## config.mk

```make
export PLATFORM = sky130hd
export DESIGN_NAME = pwm_meter_flat
export DESIGN_NICKNAME = d
export VERILOG_FILES = /design/src/rtl/pwm_meter_if.sv /design/src/rtl/pwm_meter.sv /design/src/flat_wrapper.sv
export SDC_FILE = /design/constraint.sdc
export NUM_CORES = 1
export LEC_CHECK = 0
export CAP_MARGIN = 20
export CORE_ASPECT_RATIO = 1.4
export CORE_MARGIN = 10
export CORE_UTILIZATION = 45
export DETAILED_ROUTE_END_ITERATION = 6
export SLEW_MARGIN = 10
export SYNTH_ARGS = -nofsm -noshare
export SYNTH_HDL_FRONTEND = slang
export SYNTH_SLANG_ARGS = --single-unit
```

## constraint.sdc

```tcl
create_clock -name clk -period 3.98 [get_ports clk]
set_input_delay 0.597 -clock clk [delete_from_list [all_inputs] [get_ports clk]]
set_output_delay 0.597 -clock clk [all_outputs]
set_load 0.005 [all_outputs]
```

## src/rtl/pwm_meter_if.sv

```systemverilog
// pwm_meter_if: groups the PWM input, the enable and the measurement results of pwm_meter.
// Latency: none (wiring only).
// Backpressure: none; results are strobed by meas_valid and held between reports.
// Signals: pwm_in, meas_en (driven by master); freq_out, duty_out, meas_valid, timeout, busy (driven by slave).
interface pwm_meter_if;
    logic        pwm_in;
    logic        meas_en;
    logic [13:0] freq_out;
    logic [7:0]  duty_out;
    logic        meas_valid;
    logic        timeout;
    logic        busy;

    modport master (
        output pwm_in, meas_en,
        input  freq_out, duty_out, meas_valid, timeout, busy
    );

    modport slave (
        input  pwm_in, meas_en,
        output freq_out, duty_out, meas_valid, timeout, busy
    );
endinterface

```

## src/rtl/pwm_meter.sv

```systemverilog
// pwm_meter: measures PWM period and high time, reports frequency (Hz, sat 16383) and duty (%).
// Latency: meas_valid 61 cycles after the synchronized closing rising edge; timeout report 1 cycle after compare.
// Backpressure: none; meas_valid is a one-cycle strobe, freq_out/duty_out/timeout hold between reports.
// Ports: clk, rst (synchronous, active-high); mif (pwm_meter_if.slave): pwm_in, meas_en in;
//        freq_out, duty_out, meas_valid, timeout, busy out.
module pwm_meter #(
    parameter int CLK_FREQ    = 50_000_000,
    parameter int CNT_W       = 26,
    parameter int TIMEOUT_CYC = 50_000_000
) (
    input  logic       clk,
    input  logic       rst,
    pwm_meter_if.slave mif
);
    // H*100 needs 7 bits on top of the counter width.
    localparam int                DD_W          = CNT_W + 7;
    localparam int                STEP_W        = $clog2(DD_W + 1);
    localparam logic [CNT_W-1:0]  FREQ_DIVIDEND = CNT_W'(CLK_FREQ);
    localparam logic [CNT_W-1:0]  TMO_LAST      = CNT_W'(TIMEOUT_CYC - 1);
    localparam logic [CNT_W-1:0]  CNT_ONE       = CNT_W'(1);
    localparam logic [STEP_W-1:0] STEP_ONE      = STEP_W'(1);
    localparam logic [STEP_W-1:0] F_LAST        = STEP_W'(CNT_W - 1);
    localparam logic [STEP_W-1:0] D_LAST        = STEP_W'(DD_W - 1);

    typedef enum logic [2:0] {
        S_IDLE  = 3'd0,
        S_ARM   = 3'd1,
        S_MEAS  = 3'd2,
        S_DIV_F = 3'd3,
        S_DIV_D = 3'd4,
        S_DONE  = 3'd5
    } state_t;

    state_t            state_q, state_d;
    logic              s1_q, s2_q, s3_q;
    logic [CNT_W-1:0]  cnt_q, cnt_d;
    logic [CNT_W-1:0]  period_q, period_d;   // frozen outside MEAS, so it doubles as divisor P
    logic [CNT_W-1:0]  high_q, high_d;       // frozen outside MEAS, so it doubles as H
    logic [CNT_W-1:0]  rem_q, rem_d;
    logic [DD_W-1:0]   dq_q, dq_d;           // dividend shifts out the top, quotient shifts in the bottom
    logic [STEP_W-1:0] step_q, step_d;
    logic [13:0]       fres_q, fres_d;
    logic [13:0]       freq_q, freq_d;
    logic [7:0]        duty_q, duty_d;
    logic              valid_q, valid_d;
    logic              tmo_q, tmo_d;

    logic              re, lvl, tmo_hit, fits;
    logic [CNT_W:0]    trial;
    logic [CNT_W-1:0]  rem_step, qf;
    logic [DD_W-1:0]   dq_step, h_x100;

    assign re  = s2_q & ~s3_q;
    assign lvl = s2_q;

    // One restoring-division step shared by both divisions. The remainder is always
    // below P, so the subtraction result fits CNT_W bits whenever the trial fits.
    always_comb begin
        trial    = {rem_q, dq_q[DD_W-1]};
        fits     = (trial >= {1'b0, period_q});
        rem_step = fits ? (trial[CNT_W-1:0] - period_q) : trial[CNT_W-1:0];
        dq_step  = {dq_q[DD_W-2:0], fits};
        qf       = dq_step[CNT_W-1:0];
        h_x100   = DD_W'(high_q) * DD_W'(100);
    end

    always_comb begin
        state_d  = state_q;
        cnt_d    = cnt_q;
        period_d = period_q;
        high_d   = high_q;
        rem_d    = rem_q;
        dq_d     = dq_q;
        step_d   = step_q;
        fres_d   = fres_q;
        freq_d   = freq_q;
        duty_d   = duty_q;
        valid_d  = 1'b0;
        tmo_d    = tmo_q;
        tmo_hit  = 1'b0;

        if (!mif.meas_en) begin
            // Dropping the enable abandons any measurement without a report.
            state_d = S_IDLE;
        end else begin
            case (state_q)
                S_IDLE: begin
                    state_d = S_ARM;
                    cnt_d   = '0;
                end
                S_ARM: begin
                    cnt_d = cnt_q + CNT_ONE;
                    if (re) begin
                        state_d  = S_MEAS;
                        period_d = CNT_ONE;
                        high_d   = CNT_ONE;
                    end else if (cnt_q == TMO_LAST) begin
                        tmo_hit = 1'b1;
                    end
                end
                S_MEAS: begin
                    if (re) begin
                        // Closing edge: not counted; start frequency division CLK_FREQ / P.
                        state_d = S_DIV_F;
                        rem_d   = '0;
                        dq_d    = {FREQ_DIVIDEND, 7'd0};
                        step_d  = '0;
                    end else if (period_q == TMO_LAST) begin
                        tmo_hit = 1'b1;
                    end else begin
                        period_d = period_q + CNT_ONE;
                        high_d   = high_q + CNT_W'(lvl);
                    end
                end
                S_DIV_F: begin
                    rem_d  = rem_step;
                    dq_d   = dq_step;
                    step_d = step_q + STEP_ONE;
                    if (step_q == F_LAST) begin
                        fres_d  = (|qf[CNT_W-1:14]) ? 14'h3FFF : qf[13:0];
                        rem_d   = '0;
                        dq_d    = h_x100;
                        step_d  = '0;
                        state_d = S_DIV_D;
                    end
                end
                S_DIV_D: begin
                    rem_d  = rem_step;
                    dq_d   = dq_step;
                    step_d = step_q + STEP_ONE;
                    if (step_q == D_LAST) begin
                        state_d = S_DONE;
                    end
                end
                S_DONE: begin
                    // Duty quotient never exceeds 100, so the low byte is the whole result.
                    freq_d  = fres_q;
                    duty_d  = dq_q[7:0];
                    valid_d = 1'b1;
                    tmo_d   = 1'b0;
                    cnt_d   = '0;
                    state_d = S_ARM;
                end
                default: state_d = S_IDLE;
            endcase

            if (tmo_hit) begin
                freq_d  = '0;
                duty_d  = lvl ? 8'd100 : 8'd0;
                tmo_d   = 1'b1;
                valid_d = 1'b1;
                cnt_d   = '0;
                state_d = S_ARM;
            end
        end
    end

    always_ff @(posedge clk) begin
        if (rst) begin
            state_q  <= S_IDLE;
            s1_q     <= 1'b0;
            s2_q     <= 1'b0;
            s3_q     <= 1'b0;
            cnt_q    <= '0;
            period_q <= '0;
            high_q   <= '0;
            rem_q    <= '0;
            dq_q     <= '0;
            step_q   <= '0;
            fres_q   <= '0;
            freq_q   <= '0;
            duty_q   <= '0;
            valid_q  <= 1'b0;
            tmo_q    <= 1'b0;
        end else begin
            state_q  <= state_d;
            s1_q     <= mif.pwm_in;
            s2_q     <= s1_q;
            s3_q     <= s2_q;
            cnt_q    <= cnt_d;
            period_q <= period_d;
            high_q   <= high_d;
            rem_q    <= rem_d;
            dq_q     <= dq_d;
            step_q   <= step_d;
            fres_q   <= fres_d;
            freq_q   <= freq_d;
            duty_q   <= duty_d;
            valid_q  <= valid_d;
            tmo_q    <= tmo_d;
        end
    end

    assign mif.freq_out   = freq_q;
    assign mif.duty_out   = duty_q;
    assign mif.meas_valid = valid_q;
    assign mif.timeout    = tmo_q;
    assign mif.busy       = (state_q != S_IDLE);
endmodule

```

## src/flat_wrapper.sv

```systemverilog
// flat-port wrapper written by rule: the top's interface ports become plain ports
module pwm_meter_flat 
#(
    parameter int CLK_FREQ    = 50_000_000,
    parameter int CNT_W       = 26,
    parameter int TIMEOUT_CYC = 50_000_000
)
  (clk, rst, mif_pwm_in, mif_meas_en, mif_freq_out, mif_duty_out, mif_meas_valid, mif_timeout, mif_busy);
  pwm_meter_if mif_i ();
  input  logic clk;
  input  logic rst;
  input wire logic [$bits(mif_i.pwm_in)-1:0] mif_pwm_in;
  input wire logic [$bits(mif_i.meas_en)-1:0] mif_meas_en;
  output wire logic [$bits(mif_i.freq_out)-1:0] mif_freq_out;
  output wire logic [$bits(mif_i.duty_out)-1:0] mif_duty_out;
  output wire logic [$bits(mif_i.meas_valid)-1:0] mif_meas_valid;
  output wire logic [$bits(mif_i.timeout)-1:0] mif_timeout;
  output wire logic [$bits(mif_i.busy)-1:0] mif_busy;
  assign mif_i.pwm_in = mif_pwm_in;
  assign mif_i.meas_en = mif_meas_en;
  assign mif_freq_out = mif_i.freq_out;
  assign mif_duty_out = mif_i.duty_out;
  assign mif_meas_valid = mif_i.meas_valid;
  assign mif_timeout = mif_i.timeout;
  assign mif_busy = mif_i.busy;
  pwm_meter #(.CLK_FREQ(CLK_FREQ), .CNT_W(CNT_W), .TIMEOUT_CYC(TIMEOUT_CYC)) u_core (.clk(clk), .rst(rst), .mif(mif_i));
endmodule
```

==> results of run 1 <==
==> worst max path at each step <==
stage                      from              end  slack, ns  depth (start not counted)
6_report       u_core.high_q[3]  u_core.dq_q[26]       0.15                         16
3_5_place_dp   u_core.high_q[3]  u_core.dq_q[32]      -0.05                         13
4_1_cts        u_core.high_q[2]  u_core.dq_q[30]      0.005                         14
5_1_grt        u_core.high_q[6]  u_core.dq_q[29]      -0.01                         16
3_3_place_gp   u_core.high_q[3]  u_core.dq_q[32]       0.06                         13
2_1_floorplan  u_core.high_q[2]  u_core.dq_q[32]       0.10                         13
==> Yosys cell counts, types with 27 or more instances <==
master / n / area (um^2)
nor3_1: 97 / 485.5
a21oi_1: 74 / 370.4
o21ai_0: 37 / 185.2
dfxtp_1: 187 / 3744
nand3_1: 60 / 300.3
nand2_1: 125 / 469.2
clkbuf_1: 52 / 195.2
a221oi_1: 28 / 245.2
xnor2_1: 73 / 639.4
ha_1: 116 / 1451
nor2_1: 173 / 649.4
nand4_1: 27 / 168.9
xor2_1: 33 / 289.0
inv_1: 136 / 510.5
==> per-stage QoR <==
step / std cells / area, um^2 / hold slack (ns) / util / TNS, ns
after floorplan: 1536 / 12390 / 0.4138 / - / 0
after detailed placement: 1901 / 13170 / 0.4220 / 0.4875 / -0.07106
after global placement: 1901 / 13170 / 0.4208 / 0.4875 / 0
final: 1940 / 13960 / 0.4383 / 0.5171 / 0
after CTS: 1933 / 13800 / 0.4397 / 0.5109 / 0
after global routing: 1940 / 13960 / 0.4593 / 0.5171 / -0.02413
==> repair_timing <==
action | 4_1_cts | 5_1_grt
pin swaps | 0 | 8
buffers inserted | 0 | 5
endpoints found under the setup margin | 3 | 9
endpoints found under the hold margin | 0 | 0
resized for setup | 2 | 14
==> layer usage <==
| metal | wire length, um | vias up | global-route usage |
|---|---|---|---|
| met5 | 0 | - | 0 |
| met1 | 13030 | 5198 | 0.2011 |
| met3 | 710 | 45 | 0.02428 |
| li1 | - | 5456 | - |
| met4 | 807 | 0 | 0.07147 |
| met2 | 17390 | 153 | 0.3478 |
==> sequential cells by signal, summed over array words and instances (netlist names) <==
name / cells
u_core.dq_q: 33
u_core.mif.timeout: 1
u_core.mif.freq_out: 14
u_core.lvl: 1
u_core.mif.meas_valid: 1
u_core.mif.duty_out: 8
u_core.high_q: 26
u_core.cnt_q: 26
u_core.step_q: 6
u_core.s3_q: 1
u_core.s1_q: 1
u_core.state_q: 3
u_core.period_q: 26
u_core.rem_q: 26
u_core.fres_q: 14
==> layout by cell type, fill, tap and decap left out, types with 17 or more instances in the layout <==
master and n:
a21o_1 25, a21oi_1 74, a221oi_1 27, and3_1 17, buf_4 46, clkbuf_16 17
clkdlybuf4s50_1 27, dfxtp_1 184, fa_1 22, ha_1 112, inv_1 136, nand2_1 125
nand3_1 60, nand4_1 27, nor2_1 173, nor3_1 97, o211ai_1 20, o21ai_0 37
xnor2_1 73, xor2_1 33
==> worst register-to-register path: stages (launching register included) <==
cell and delay, ns:
dfxtp_4 0.37, ha_1 0.29, ha_1 0.27, inv_1 0.05, fa_1 0.49, inv_1 0.04
ha_1 0.28, o21a_1 0.19, o31a_1 0.12, or3_4 0.38, a41o_1 0.28, o22ai_2 0.20
buf_6 0.15, o311ai_1 0.12, xor2_1 0.16, a221oi_1 0.24, nor3_1 0.07
==> power breakdown <==
group	total (mW)	internal (mW)	switching, mW	leakage, nW
Sequential	1.87	1.87	0.00362	1.51
Clock	1.81	0.962	0.849	0.303
Combinational	0.0943	0.0279	0.0664	3.98
==> area by class of cell <==
type,instances,area (um^2),share of cell area
inverters,138,518.0,0.03710
clock inverters,15,203.9,0.01461
flip-flops and latches,187,3750,0.2685
multi-input cells,1140,7915,0.5668
clock buffers,17,425.4,0.03047
repair buffers,78,694.4,0.04973
well taps,365,456.7,0.03271
==> cell families (layout without fill, tap and decap cells) <==
| logic type | after synthesis | in the layout | share of synthesized area |
|---|---|---|---|
| mux | 5 | 5 | 0.004040 |
| flops | 187 | 187 | 0.3022 |
| buf+inv | 209 | 248 | 0.06565 |
| xor+xnor | 106 | 106 | 0.07494 |
| compound gates | 302 | 302 | 0.1712 |
| fa+ha+maj | 138 | 138 | 0.1527 |
| simple gates | 589 | 589 | 0.2293 |
==> metrics.cfg, run 1 <==
[synthesis]
yosysUniqueCellTypes=79
synthesis.nets=1678
ys_ff_latch=187
async_reset_ff_frac=0
synthCells=1536
yosysWarnings=0
ys_seq_area_frac=0.3022
syn_area_per_cell_um2=8.065
netlist_area_mm2=0.01239
synthFlopType=dfxtp_1
synth_edf_count=0

[finish]
insertedDiodeCount=0
num-fill-cells=2686
area_growth_pct=12.72
nets=1704
final_layout_size_suffix_gt1_frac=0.07619

[worst_setup_path]
r2r_end=u_core.dq_q[26]
critPathMaxFanout=4
reg2reg_slack_ns=0.15
required_ns=4.30
critical_path_class=reg2reg
r2r_start=u_core.high_q[3]
cp_cell_sequence=ha_1, ha_1, inv_1, fa_1, inv_1, ha_1, o21a_1, o31a_1, or3_4, a41o_1, o22ai_2, buf_6, o311ai_1, xor2_1, a221oi_1, nor3_1
cpLargestDelayFamily=adder cells
crit_path_start_kind=register
arrival_ns=4.15
cpMostUsedCell=ha_1
reg2reg_depth=16
cp_num_buf_inv=3
slowest_delay_ns=0.49
critPathSlowestCell=fa_1
cp-end-kind=register

[cts]
htree_levels=4
max-clock-path-buffers=2
root_buffer=clkbuf_16
cts_sinks=187
cts.clk_slew.worst_paths_ns=0.08
cts_tree=built
numCtsBuffers=17
clock_latency_ns=0.45
cts_hold_buf=0

[detailed_routing]
ant_nets=0
drc_errors=0
vias_per_cell=5.594
dr.first_iter.drc_count=597
wl_per_cell_um=16.46
dr.pass1.iters=4
wirelength_um=31940
vias=10850

[timing]
hold_viol=0
setup_viol=0
period_share=0.9622
maxSlewHeadroom=0.3654
setup_slack_ns=0.1506
fmax_mhz=261.1
period_needed_ns=3.829
drv_slew=0
tightest_slew_ns=0.9519
clock_skew_ns=0.01808

[floorplan]
floorplan.initialDensity=0.4587
die_w_um=160.2
coreArea_mm2=0.02701
pin_count=29
die_h_um=216.3
num_rows=71
die_area_mm2=0.03466

[placement]
place_hpwl_um=23890
place_congestion=0.8970
port_buffers=28
dp_slack_ns=-0.04879

[min_path]
min_delay_path_depth=1
min-delay-start=u_core.s1_q
worstHoldPathType=reg2reg
hold_end=u_core.lvl

[job]
max_cap_viol_count=0

[power]
ir_drop_mv=0.2454
p_total_mw=3.780
power_density_mw_per_mm2=270.7
leakagePower_nw=5.787

[grt]
grt.overflow.total=0
grt_pass1_vias=10670
track_usage=0.1836
antenna_found_initial=0
grt_max_degree=48
grt_pass1_wl_um=53070

[run_status]
status=finished clean

No activity file was read; power rests on OpenSTA's default activity.
==> run 2, diff against run 1 <==
- clock period: 3.98 -> 4.9 ns (I/O delays scaled with it)
==> run 2 against run 1 <==
Clock skew increased by 0.0013 ns. Hold slack better by 0.0021 ns. Clock power is 20% lower. Global-route usage shrank 0.28 points. Register-to-register slack better by 0.53 ns. Sequential cell count stayed put. Clock-buffer cell count is the same. Critical path type unchanged. Non-clock buffer count is 36 lower.
==> metrics.cfg, run 2 (synthesis gave the netlist of run 1 again) <==
[detailed_routing]
met3WireLength_um=727  ; +2.4%
ant_nets=0  ; unchanged
dr.first_iter.drc_count=547  ; -8.4%
wl_met1_um=12890  ; -1.1%
wirelength_um=31510  ; -1.3%
dr.pass1.iters=5  ; +1
drc_errors=0  ; unchanged
wl_per_cell_um=16.55  ; +0.54%
vias_per_cell=5.639  ; +0.80%
wl_met2_um=17010  ; -2.2%
vias=10740  ; -1.1%
highest_layer=met4

[placement]
place_hpwl_um=23420  ; -2.0%
port_buffers=28  ; unchanged
placedInstanceArea_mm2=0.01293  ; -1.8%
dp_slack_ns=0.7046  ; +0.7533 ns
placed_cells=1871  ; -1.6%
place_congestion=0.8740  ; -2.6%

[cts]
cts_tree=built
post_cts_resized=0  ; -2
htree_levels=4  ; unchanged
cts.clk_slew.worst_paths_ns=0.08  ; about the same
postCtsSetupRepairBufs=0  ; unchanged
cts_hold_buf=0  ; unchanged
numCtsBuffers=17  ; unchanged
max-clock-path-buffers=2  ; unchanged
cts_sinks=187  ; unchanged
root_buffer=clkbuf_16
clock_latency_ns=0.45  ; about the same

[worst_setup_path]
critical_path_class=reg2reg
crit_path_start_kind=register
reg2reg_depth=15  ; -1
critPathSlowestCell=o311ai_2
required_ns=5.22  ; +0.92 ns
slowest_delay_ns=0.55  ; +0.06 ns
cp_num_cells=15  ; -1
cpLargestDelayFamily=compound AO/OA/AOI/OAI gates
arrival_ns=4.53  ; +0.38 ns
cp-end-kind=register
cp_num_buf_inv=2  ; -1
cpMostUsedCell=ha_1
cp_cell_sequence=ha_1, ha_1, inv_1, fa_1, inv_1, ha_1, o211ai_1, a21boi_0, o22ai_1, o311ai_2, nand3_1, o221a_2, xnor2_1, a221oi_1, nor3_1
critPathMaxFanout=4  ; unchanged

[grt]
grt.overflow.total=0  ; unchanged
grt_pass1_vias=10750  ; +0.68%
antenna_found_initial=0  ; unchanged
track_usage=0.1807  ; -0.002834
grt_pass1_wl_um=52630  ; -0.82%
grt_max_degree=63  ; +31%

[finish]
mostFrequentLayoutCells=dfxtp_1 (187), nor2_1 (173), inv_1 (136), nand2_1 (125), ha_1 (116)
final_util=0.5021  ; -0.01492
area_growth_pct=9.464
stdcell_count=1904  ; -1.9%
largest_reg_flops=33  ; unchanged
num-fill-cells=2724  ; +1.4%
final_common_cell=dfxtp_1
regMostFlops=u_core.dq_q
nets=1668  ; -2.1%
insertedDiodeCount=0  ; unchanged
stdcell_area_mm2=0.01356  ; -2.9%
final_layout_size_suffix_gt1_frac=0.04678  ; -0.02941

[floorplan]
pin_count=29  ; unchanged
die_area_mm2=0.03466  ; unchanged
coreArea_mm2=0.02701  ; unchanged
die_w_um=160.2  ; unchanged
floorplan.initialDensity=0.4587  ; unchanged
die_h_um=216.3  ; unchanged
num_rows=71  ; unchanged

[power]
ir_drop_mv=0.2134  ; -13%
leakagePower_nw=5.571  ; -3.7%
p_total_mw=3.046  ; -19%
power_density_mw_per_mm2=224.6  ; -17%

[timing]
setup_tns_ns=0  ; unchanged
tightest_slew_ns=1.017  ; +0.06523 ns
maxSlewHeadroom=0.3194  ; -0.04599
setup_slack_ns=0.6853  ; +0.5347 ns
whs_ns=0.4404  ; +0.002065 ns
setup_viol=0  ; unchanged
period_share=0.8601  ; -0.1020
period_needed_ns=4.215  ; +0.3853 ns
clock_skew_ns=0.01940  ; +0.001311 ns
grt_setup_unrepaired=false
hold_viol=0  ; unchanged
drv_slew=0  ; unchanged
fmax_mhz=237.3  ; -9.1%

[min_path]
worstHoldPathType=reg2reg
min_delay_path_depth=1  ; unchanged

[job]
max_cap_viol_count=0  ; unchanged

[run_status]
status=finished clean

==> run 2: final timing paths <==
| kind | startpoint | slack [ns] | to |
|---|---|---|---|
| worst min register to register | u_core.s1_q | 0.44 | u_core.lvl |
| worst min-delay path | u_core.s1_q | 0.44 | u_core.lvl |
| worst max-delay path | u_core.high_q[6] | 0.69 | u_core.dq_q[25] |
| worst max register to register | u_core.high_q[6] | 0.69 | u_core.dq_q[25] |
==> run 2: area by class of cell <==
| cell class | count | area (um^2) | area share |
|---|---|---|---|
| clock buffers | 17 | 425.4 | 0.03137 |
| well taps | 365 | 456.7 | 0.03368 |
| inverters | 138 | 518.0 | 0.03820 |
| clock inverters | 15 | 191.4 | 0.01412 |
| flip-flops and latches | 187 | 3744 | 0.2761 |
| multi-input cells | 1140 | 7838 | 0.5780 |
| repair buffers | 42 | 387.9 | 0.02860 |
==> run 2: where the power goes <==
part | internal [mW] | switching, mW | total, mW
Clock | 0.739 | 0.711 | 1.45
Combinational | 0.0187 | 0.0530 | 0.0718
Sequential | 1.52 | 0.00324 | 1.52
==> run 2: routing by layer <==
layer / vias up / track usage
met1: 5168 / 0.1951
met3: 58 / 0.02219
met2: 141 / 0.3465
met4: 0 / 0.07178
met5: - / 0
li1: 5369 / -
==> run 2: worst register-to-register path, delay by kind of cell, from the launching register on <==
| family | cells | cell delay, ns |
|---|---|---|
| flip-flops | 1 | 0.46 |
| XOR/XNOR | 1 | 0.12 |
| AND/OR/NAND/NOR | 2 | 0.26 |
| adder cells (fa/ha/maj) | 4 | 1.40 |
| buffers and inverters | 2 | 0.10 |
| AO/OA/AOI/OAI | 6 | 1.74 |
==> run 3, diff against run 2 <==
- MAX_ROUTING_LAYER: unset -> met4
==> run 3 against run 2 <==
Clock skew rose by 0.0051 ns. Combinational power barely moved. Setup slack improved by 0.0061 ns. Cell count did not move. Via count rose by 0.30%. Clock power barely moved. Utilization did not move. Sequential power barely moved. Non-clock buffer count did not move. Global-route usage rose by 0.51 points. Die area did not move.
==> metrics.cfg, run 3 (synthesis gave the netlist of run 1 again) <==
[run_status]
status=finished clean

[finish]
num-fill-cells=2724  ; unchanged
area_growth_pct=9.464  ; unchanged
final_layout_size_suffix_gt1_frac=0.04678  ; unchanged
nets=1668  ; unchanged
final_common_cell=dfxtp_1
stdcell_area_mm2=0.01356  ; unchanged
insertedDiodeCount=0  ; unchanged
largest_reg_flops=33  ; unchanged
regMostFlops=u_core.dq_q
mostFrequentLayoutCells=dfxtp_1 (187), nor2_1 (173), inv_1 (136), nand2_1 (125), ha_1 (116)

[cts]
numCtsBuffers=17  ; unchanged
root_buffer=clkbuf_16
post_cts_resized=0  ; unchanged
cts_sinks=187  ; unchanged
cts_hold_buf=0  ; unchanged
cts_tree=built
cts.clk_slew.worst_paths_ns=0.09  ; about the same
clock_latency_ns=0.45  ; about the same
postCtsSetupRepairBufs=0  ; unchanged
max-clock-path-buffers=2  ; unchanged
htree_levels=4  ; unchanged

[timing]
setup_tns_ns=0  ; unchanged
period_needed_ns=4.209  ; -0.006094 ns
drv_slew=0  ; unchanged
setup_viol=0  ; unchanged
hold_viol=0  ; unchanged
tightest_slew_ns=0.9834  ; -0.03373 ns
grt_setup_unrepaired=false
period_share=0.8589  ; -0.001244
maxSlewHeadroom=0.3420  ; +0.02257
clock_skew_ns=0.02450  ; +0.005104 ns
fmax_mhz=237.6  ; +0.14%

[worst_setup_path]
critical_path_class=reg2reg
cp_num_buf_inv=2  ; unchanged
cp_cell_sequence=ha_1, ha_1, inv_1, fa_1, inv_1, ha_1, o211ai_1, a21boi_0, o22ai_1, o311ai_2, nand3_1, o221a_2, xnor2_1, a221oi_1, nor3_1
cpLargestDelayFamily=compound AO/OA/AOI/OAI gates
crit_start=u_core.high_q[6]
critPathMaxFanout=4  ; unchanged
arrival_ns=4.53  ; about the same
cp-end-kind=register
critPathSlowestCell=o311ai_2
required_ns=5.22  ; about the same
slowest_delay_ns=0.55  ; about the same
r2r_start=u_core.high_q[6]
crit_path_start_kind=register
cpMostUsedCell=ha_1

[power]
ir_drop_mv=0.2136  ; about the same
power_density_mw_per_mm2=224.4  ; -0.11%
leakagePower_nw=5.571  ; unchanged

[floorplan]
num_rows=71  ; unchanged
floorplan.initialDensity=0.4587  ; unchanged
die_area_mm2=0.03466  ; unchanged
pin_count=29  ; unchanged
coreArea_mm2=0.02701  ; unchanged
die_w_um=160.2  ; unchanged
die_h_um=216.3  ; unchanged

[placement]
place_hpwl_um=23420  ; unchanged
port_buffers=28  ; unchanged
place_congestion=0.8883  ; +1.6%
placedInstanceArea_mm2=0.01293  ; unchanged

[detailed_routing]
wirelength_um=31510  ; about the same
vias=10770  ; +0.30%
dr.first_iter.drc_count=523  ; -4.4%
wl_per_cell_um=16.55  ; about the same
drc_errors=0  ; unchanged
ant_nets=0  ; unchanged
met3WireLength_um=701  ; -3.6%
vias_per_cell=5.655  ; +0.30%
highest_layer=met4
dr.pass1.iters=5  ; unchanged
wl_met1_um=12990  ; +0.81%
wl_met2_um=16960  ; -0.31%

[grt]
track_usage=0.1858  ; +0.005099
antenna_found_initial=0  ; unchanged
grt_pass1_wl_um=52640  ; about the same
grt_pass1_vias=10740  ; -0.093%
grt_max_degree=63  ; unchanged
grt.overflow.total=0  ; unchanged

[min_path]
worstHoldPathType=reg2reg
min-delay-start=u_core.s1_q

[job]
max_cap_viol_count=0  ; unchanged

==> run 3: cell counts in the layout (fill, tap and decap cells not counted) <==
Identical to the previous run, type by type.
==> run 3: routing by layer <==
layer | track usage | vias up
met2 | 0.3460 | 152
met3 | 0.02162 | 51
met4 | 0.07270 | 0
met1 | 0.1956 | 5192
met5 | - | -
li1 | - | 5373
==> run 3: final cells by class <==
cell class	count	area, um^2	area share
clock buffers	17	425.4	0.03137
clock inverters	15	191.4	0.01412
inverters	138	518.0	0.03820
repair buffers	42	387.9	0.02860
flip-flops and latches	187	3744	0.2761
well taps	365	456.7	0.03368
multi-input cells	1140	7838	0.5780
==> run 3: stage by stage <==
step | power (mW) | utilization | std cells | worst slack (ns) | hold slack [ns]
after detailed placement | 1.632 | 0.4787 | 1871 | 0.7046 | 0.4246
final | 3.043 | 0.5021 | 1904 | 0.6914 | 0.4392
after global placement | 1.631 | 0.4787 | 1871 | 0.7866 | 0.4289
after floorplan | 1.611 | - | 1536 | 1.020 | 0.4138
after CTS | 3.075 | 0.5016 | 1903 | 0.6800 | 0.4458
after global routing | 3.133 | 0.5021 | 1904 | 0.3956 | 0.4631
==> run 3: worst paths after layout <==
| kind | end | slack (ns) | cells past startpoint |
|---|---|---|---|
| worst max-delay path | u_core.dq_q[25] | 0.69 | 15 |
| worst min-delay path | u_core.lvl | 0.44 | 1 |
| worst max register to register | u_core.dq_q[25] | 0.69 | 15 |
| worst min register to register | u_core.lvl | 0.44 | 1 |
==> run 3: power by group <==
group / switching [mW] / internal, mW
Sequential: 0.00326 / 1.52
Clock: 0.708 / 0.739
Combinational: 0.0531 / 0.0187
